`config.mk`:
```
export PLATFORM = sky130hd
export DESIGN_NAME = native_regfile
export DESIGN_NICKNAME = d
export VERILOG_FILES = /design/src/rtl/native_regfile_pkg.sv /design/src/rtl/irq_w1c_reg.sv /design/src/rtl/native_regfile.sv
export SDC_FILE = /design/constraint.sdc
export NUM_CORES = 1
export LEC_CHECK = 0
export CORE_MARGIN = 3
export CORE_UTILIZATION = 54
export DETAILED_ROUTE_END_ITERATION = 12
export PLACE_DENSITY_LB_ADDON = 0.05
export SYNTH_ARGS = -nofsm -noshare
export SYNTH_HDL_FRONTEND = slang
export SYNTH_HIERARCHICAL = 1
export SYNTH_SLANG_ARGS = --single-unit
```
`constraint.sdc`:
```
create_clock -name CLK -period 5.78 [get_ports CLK]
set_input_delay 0.867 -clock CLK [delete_from_list [all_inputs] [get_ports CLK]]
set_output_delay 0.867 -clock CLK [all_outputs]
set_load 0.03 [all_outputs]
```
`src/rtl/native_regfile_pkg.sv`:
```
// Shared register map and decode helpers for native_regfile.
package native_regfile_pkg;

  // Byte offsets of the register map; only bits [5:2] select a word.
  localparam logic [5:0] ID_OFF         = 6'h00;
  localparam logic [5:0] CTRL_OFF       = 6'h04;
  localparam logic [5:0] STATUS_OFF     = 6'h08;
  localparam logic [5:0] IRQ_STATUS_OFF = 6'h0C;
  localparam logic [5:0] IRQ_ENABLE_OFF = 6'h10;
  localparam logic [5:0] SCRATCH_OFF    = 6'h14;
  localparam logic [5:0] CYCLES_OFF     = 6'h18;
  localparam logic [5:0] GP_BASE_OFF    = 6'h20;

  typedef enum logic [3:0] {
    REG_NONE,
    REG_ID,
    REG_CTRL,
    REG_STATUS,
    REG_IRQ_STATUS,
    REG_IRQ_ENABLE,
    REG_SCRATCH,
    REG_CYCLES,
    REG_GP
  } reg_sel_e;

  // Map a word index (ADDR[5:2]) of an in-window access to a register select.
  // GP words start at index 8; only the first num_gp of them exist.
  function automatic reg_sel_e word_to_sel(input logic [3:0] widx,
                                           input logic [4:0] num_gp);
    reg_sel_e sel;
    sel = REG_NONE;
    case (widx)
      ID_OFF[5:2]:         sel = REG_ID;
      CTRL_OFF[5:2]:       sel = REG_CTRL;
      STATUS_OFF[5:2]:     sel = REG_STATUS;
      IRQ_STATUS_OFF[5:2]: sel = REG_IRQ_STATUS;
      IRQ_ENABLE_OFF[5:2]: sel = REG_IRQ_ENABLE;
      SCRATCH_OFF[5:2]:    sel = REG_SCRATCH;
      CYCLES_OFF[5:2]:     sel = REG_CYCLES;
      default: begin
        if ((widx >= GP_BASE_OFF[5:2]) &&
            (({1'b0, widx} - {1'b0, GP_BASE_OFF[5:2]}) < num_gp))
          sel = REG_GP;
      end
    endcase
    return sel;
  endfunction

endpackage

```
`src/rtl/irq_w1c_reg.sv`:
```
// Sticky-set / write-one-to-clear register; a set wins over a clear of the same bit.
module irq_w1c_reg #(
  parameter int WIDTH = 32
) (
  input  logic             clk,
  input  logic             rst,
  input  logic [WIDTH-1:0] set,
  input  logic             clr_en,
  input  logic [WIDTH-1:0] clr_mask,
  output logic [WIDTH-1:0] q,
  output logic [WIDTH-1:0] q_next
);

  // Next value is exported so the owner can derive same-cycle aggregates.
  always_comb begin
    q_next = (q & ~(clr_en ? clr_mask : '0)) | set;
  end

  // State register.
  always_ff @(posedge clk) begin
    if (rst) q <= '0;
    else     q <= q_next;
  end

endmodule

```
`src/rtl/native_regfile.sv`:
```
// Control/status/interrupt register bank behind the native write/read interface.
module native_regfile
  import native_regfile_pkg::*;
#(
  parameter int                    DATA_WIDTH = 32,
  parameter int                    ADDR_WIDTH = 32,
  parameter int                    NUM_GP     = 4,
  parameter logic [DATA_WIDTH-1:0] ID_VALUE   = 32'hC0DE_0001
) (
  input  logic                  CLK,
  input  logic                  RST,
  input  logic                  WEN,
  input  logic [ADDR_WIDTH-1:0] WADDR,
  input  logic [DATA_WIDTH-1:0] WDATA,
  input  logic                  REN,
  input  logic [ADDR_WIDTH-1:0] RADDR,
  output logic [DATA_WIDTH-1:0] RDATA,
  output logic                  RVALID,
  output logic [DATA_WIDTH-1:0] CTRL,
  output logic                  CTRL_UPDATE,
  input  logic [DATA_WIDTH-1:0] STATUS_IN,
  input  logic [DATA_WIDTH-1:0] IRQ_EVENT,
  output logic                  IRQ
);

  logic [DATA_WIDTH-1:0] ctrl_q;
  logic [DATA_WIDTH-1:0] status_q;
  logic [DATA_WIDTH-1:0] irq_en_q;
  logic [DATA_WIDTH-1:0] irq_en_d;
  logic [DATA_WIDTH-1:0] irq_status_q;
  logic [DATA_WIDTH-1:0] irq_status_d;
  logic [DATA_WIDTH-1:0] scratch_q;
  logic [DATA_WIDTH-1:0] cycles_q;
  logic [DATA_WIDTH-1:0] gp_q [NUM_GP];
  logic [DATA_WIDTH-1:0] rd_mux;

  reg_sel_e   wsel;
  reg_sel_e   rsel;
  logic [3:0] widx;
  logic [3:0] ridx;
  logic       wr_ctrl;
  logic       wr_irq_status;
  logic       wr_irq_enable;
  logic       wr_scratch;
  logic       wr_cycles;
  logic       unused_addr_lsb;

  assign unused_addr_lsb = ^{WADDR[1:0], RADDR[1:0]};

  // Any address bit above the 64-byte window makes the access unmapped.
  function automatic reg_sel_e decode(input logic [ADDR_WIDTH-1:0] addr);
    if (|addr[ADDR_WIDTH-1:6]) return REG_NONE;
    return word_to_sel(addr[5:2], 5'(NUM_GP));
  endfunction

  // Shared address decode for the write and read ports.
  always_comb begin
    wsel          = decode(WADDR);
    rsel          = decode(RADDR);
    widx          = WADDR[5:2];
    ridx          = RADDR[5:2];
    wr_ctrl       = WEN && (wsel == REG_CTRL);
    wr_irq_status = WEN && (wsel == REG_IRQ_STATUS);
    wr_irq_enable = WEN && (wsel == REG_IRQ_ENABLE);
    wr_scratch    = WEN && (wsel == REG_SCRATCH);
    wr_cycles     = WEN && (wsel == REG_CYCLES);
    irq_en_d      = wr_irq_enable ? WDATA : irq_en_q;
  end

  irq_w1c_reg #(
    .WIDTH (DATA_WIDTH)
  ) u_irq_status (
    .clk      (CLK),
    .rst      (RST),
    .set      (IRQ_EVENT),
    .clr_en   (wr_irq_status),
    .clr_mask (WDATA),
    .q        (irq_status_q),
    .q_next   (irq_status_d)
  );

  // Writable registers, status capture, cycle counter and registered IRQ.
  always_ff @(posedge CLK) begin
    if (RST) begin
      ctrl_q      <= '0;
      CTRL_UPDATE <= 1'b0;
      status_q    <= '0;
      irq_en_q    <= '0;
      scratch_q   <= '0;
      cycles_q    <= '0;
      IRQ         <= 1'b0;
      for (int i = 0; i < NUM_GP; i++) gp_q[i] <= '0;
    end else begin
      status_q    <= STATUS_IN;
      CTRL_UPDATE <= wr_ctrl;
      irq_en_q    <= irq_en_d;
      IRQ         <= |(irq_status_d & irq_en_d);
      cycles_q    <= wr_cycles ? '0 : cycles_q + 1'b1;
      if (wr_ctrl)    ctrl_q    <= WDATA;
      if (wr_scratch) scratch_q <= WDATA;
      // GP words sit at index 8 upward, so a 4-bit match on 8+i is unambiguous.
      for (int i = 0; i < NUM_GP; i++) begin
        if (WEN && (wsel == REG_GP) && (widx == 4'(8 + i))) gp_q[i] <= WDATA;
      end
    end
  end

  // Read data selection from current register state.
  always_comb begin
    rd_mux = '0;
    case (rsel)
      REG_ID:         rd_mux = ID_VALUE;
      REG_CTRL:       rd_mux = ctrl_q;
      REG_STATUS:     rd_mux = status_q;
      REG_IRQ_STATUS: rd_mux = irq_status_q;
      REG_IRQ_ENABLE: rd_mux = irq_en_q;
      REG_SCRATCH:    rd_mux = scratch_q;
      REG_CYCLES:     rd_mux = cycles_q;
      REG_GP: begin
        for (int i = 0; i < NUM_GP; i++) begin
          if (ridx == 4'(8 + i)) rd_mux = gp_q[i];
        end
      end
      default:        rd_mux = '0;
    endcase
  end

  // One-cycle read response; RDATA holds until the next response.
  always_ff @(posedge CLK) begin
    if (RST) begin
      RVALID <= 1'b0;
      RDATA  <= '0;
    end else begin
      RVALID <= REN;
      if (REN) RDATA <= rd_mux;
    end
  end

  assign CTRL = ctrl_q;

endmodule

```
==> flow_summary.ini <==
[run_status]
status = completed

[clock_network]
postCtsSetupBuffers = 0
clk_pin_slew_ps = 60
clock_path_buffers = 3
cts-root-buf = clkbuf_16
cts_resized = 0
cts_sinks = 355
cts_tree = done
cts-buffers-inserted = 38
hold_buffers = 0
clk_latency_ps = 520
cts-htree-levels = 2

[synth]
synth_edf_count = 128
synth-seq-cells = 355
synthTopCellsByCount = dfxtp_1, and2_1, nor2_1, nand2_1, edfxtp_1
syn_area_um2 = 15500
yosysTopAreaCellShare_pct = 29.3
synth_cell_types = 55
yosysWarnings = 6
postSynthCellCount = 1429
synth.area.top_cells = dfxtp_1, edfxtp_1, and2_1
post-synth-top-count-cell = dfxtp_1
synth_top_area_cell = dfxtp_1
synthArstFlopShare_pct = 0
synth_area_per_cell_um2 = 10.9
synthFlopType = dfxtp_1
syn-num-nets = 1594
ys_seq_area_share_pct = 54.0

[floorplan]
die_x_um = 176
fp.dieH_um = 176
initial_utilization_pct = 55.3
core_area_um2 = 28100
die_area_um2 = 30800
num_rows = 61
num_io_pins = 231

[layout]
fin_util_pct = 68.9
nNetsFinal = 1801
fill_cells = 2174
area_delta_synth_final_pct = 24.6
regArea_um2 = 8390
finish.instance_area_um2 = 19300
drive_above_1_share_pct = 9.42
multiInputGateArea_um2 = 6550

[grt]
grt_pass1_wl_um = 72400
grt_usage_pct = 30.8
antenna_found_initial = 2
grt_max_degree = 77
grt_pass1_vias = 12000
grt-ovfl-total = 0

[worst_setup_path]
rr_worst_depth = 7
rr_endpoint = cycles_q[29]$_SDFF_PP0_
cp-end-kind = flop
reg2reg_slack_ps = 3170
rr_startpoint = cycles_q[10]$_SDFF_PP0_
cp-start-kind = input port
cp.arrival_ps = 4850
crit_type = in2reg
required_ps = 6190
cp_max_fo = 20

[sta]
period_needed_ps = 4440
fmax_mhz = 225
setup_viol = 0
skew_ps = 13.4
hold_violations = 0
tightest_slew_ps = 1190
max-slew-margin-rel_pct = 20.3
min_period_over_period_pct = 76.8
rsz0062_at_grt = false
drv_slew = 0
fin_setup_tns_ps = 0
finalWorstSetupSlack_ps = 1340

[routing]
vias_per_cell = 6.02
vias = 12300
drt_drc_violations_left = 0
wl_per_cell_um = 23.4
drt-initial-drc-count = 1480
ant_nets = 0
drtPass1Iterations = 6
totalWireLength_um = 47900

[place]
post_dp_cell_area_um2 = 18100
io_buffers = 226
dp.final_hpwl_um = 31900
place_ws_ps = 838
gp_congestion = 0.860

[min_path]
worstHoldStart = RDATA[16]$_SDFFE_PP0P_
min_path_cells = 1
min_to = RDATA[16]$_SDFFE_PP0P_
hp-class = reg2reg

[power_and_ir_drop]
vdd_ir_drop_max_mv = 0.240
power.leakage_uw = 0.00698
powerDensity_nw_per_um2 = 278

[run]
drv_cap = 0
-- final cells by class --
cell class / count / share of cell area, %
diodes: 1 / 0.0129
clock buffers: 53 / 5.69
clock inverters: 17 / 0.537
inverters: 49 / 0.951
multi-input cells: 929 / 33.8
flip-flops and latches: 355 / 43.4
well taps: 378 / 2.45
repair buffers: 263 / 13.2
-- worst max-delay path by stage --
stage,startpoint,end,slack (ps),cells past startpoint
floorplan,WADDR[7],gp_q[0][0]$_SDFFCE_PN0P_,1080,5
global placement,WADDR[16],IRQ$_SDFF_PP0_,920,14
detailed placement,WADDR[17],IRQ$_SDFF_PP0_,840,14
CTS,WADDR[17],IRQ$_SDFF_PP0_,1360,14
global route,WADDR[17],IRQ$_SDFF_PP0_,1140,14
finish,WADDR[17],IRQ$_SDFF_PP0_,1340,14
-- placed cells by master (no fill, tap or decap), types with 49 or more instances in the layout --
master           instances
a21o_1                  64
a22oi_1                 56
and2_1                 143
clkdlybuf4s50_1        224
dfxtp_1                227
edfxtp_1               128
inv_1                   49
mux2i_1                 64
nand2_1                131
nor2_1                 133
-- power by group --
group / total, uW / leakage, uW / internal (uW) / switching [uW]
clock: 2340 / 0.000594 / 1370 / 969
sequential: 2690 / 0.00306 / 2660 / 29.1
combinational: 345 / 0.00332 / 172 / 173
-- sequential cells by signal, summed over array words and instances, names as in the netlist, 32 cells and up --
name            flops
gp_q              128
CTRL               32
RDATA              32
cycles_q           32
irq_en_q           32
scratch_q          32
status_q           32
u_irq_status/q     32
-- metal layers --
layer  routed length (um)  global-route usage (%)  vias to the layer above  part of all wire [%]
li1                     -                       -                     5603                     -
met1                20500                    44.7                     6008                    43
met2                21400                    47.1                      628                    45
met3                 5020                    7.46                       74                    10
met4                  954                    7.32                        4                   2.0
met5                   28                       0                        -                 0.058
-- kinds of logic (layout without fill, tap and decap cells) --
| group | Yosys count | in the layout | share of synthesized area [%] |
|---|---|---|---|
| fa+ha+maj | 1 | 1 | 0.0806 |
| mux | 105 | 105 | 9.42 |
| other cells | 0 | 1 | 0 |
| xor+xnor | 30 | 30 | 1.69 |
| flops | 355 | 355 | 54.0 |
| buf+inv | 145 | 382 | 4.35 |
| simple gates | 512 | 512 | 16.6 |
| compound gates | 281 | 281 | 13.8 |
-- stage by stage --
step | hold WS [ps] | power (uW) | cells
2_1_floorplan | 436 | 2880 | 1429
3_3_place_gp | 435 | 3080 | 1974
3_5_place_dp | 439 | 3080 | 1974
4_1_cts | 453 | 5400 | 2044
5_1_grt | 460 | 5530 | 2044
6_report | 450 | 5380 | 2045
-- critical path: stages --
cell             delay (ps)
clkdlybuf4s50_1         400
nor4_1                  310
and4_1                  480
and4_1                  300
nor2b_1                 270
nor3b_2                 360
buf_4                   340
nand2_1                  80
a21o_1                  210
nand2_1                  70
mux2i_1                 180
a2111oi_2               450
nand4_1                 220
o31a_1                  280
Power figures use the tool's default switching activity.
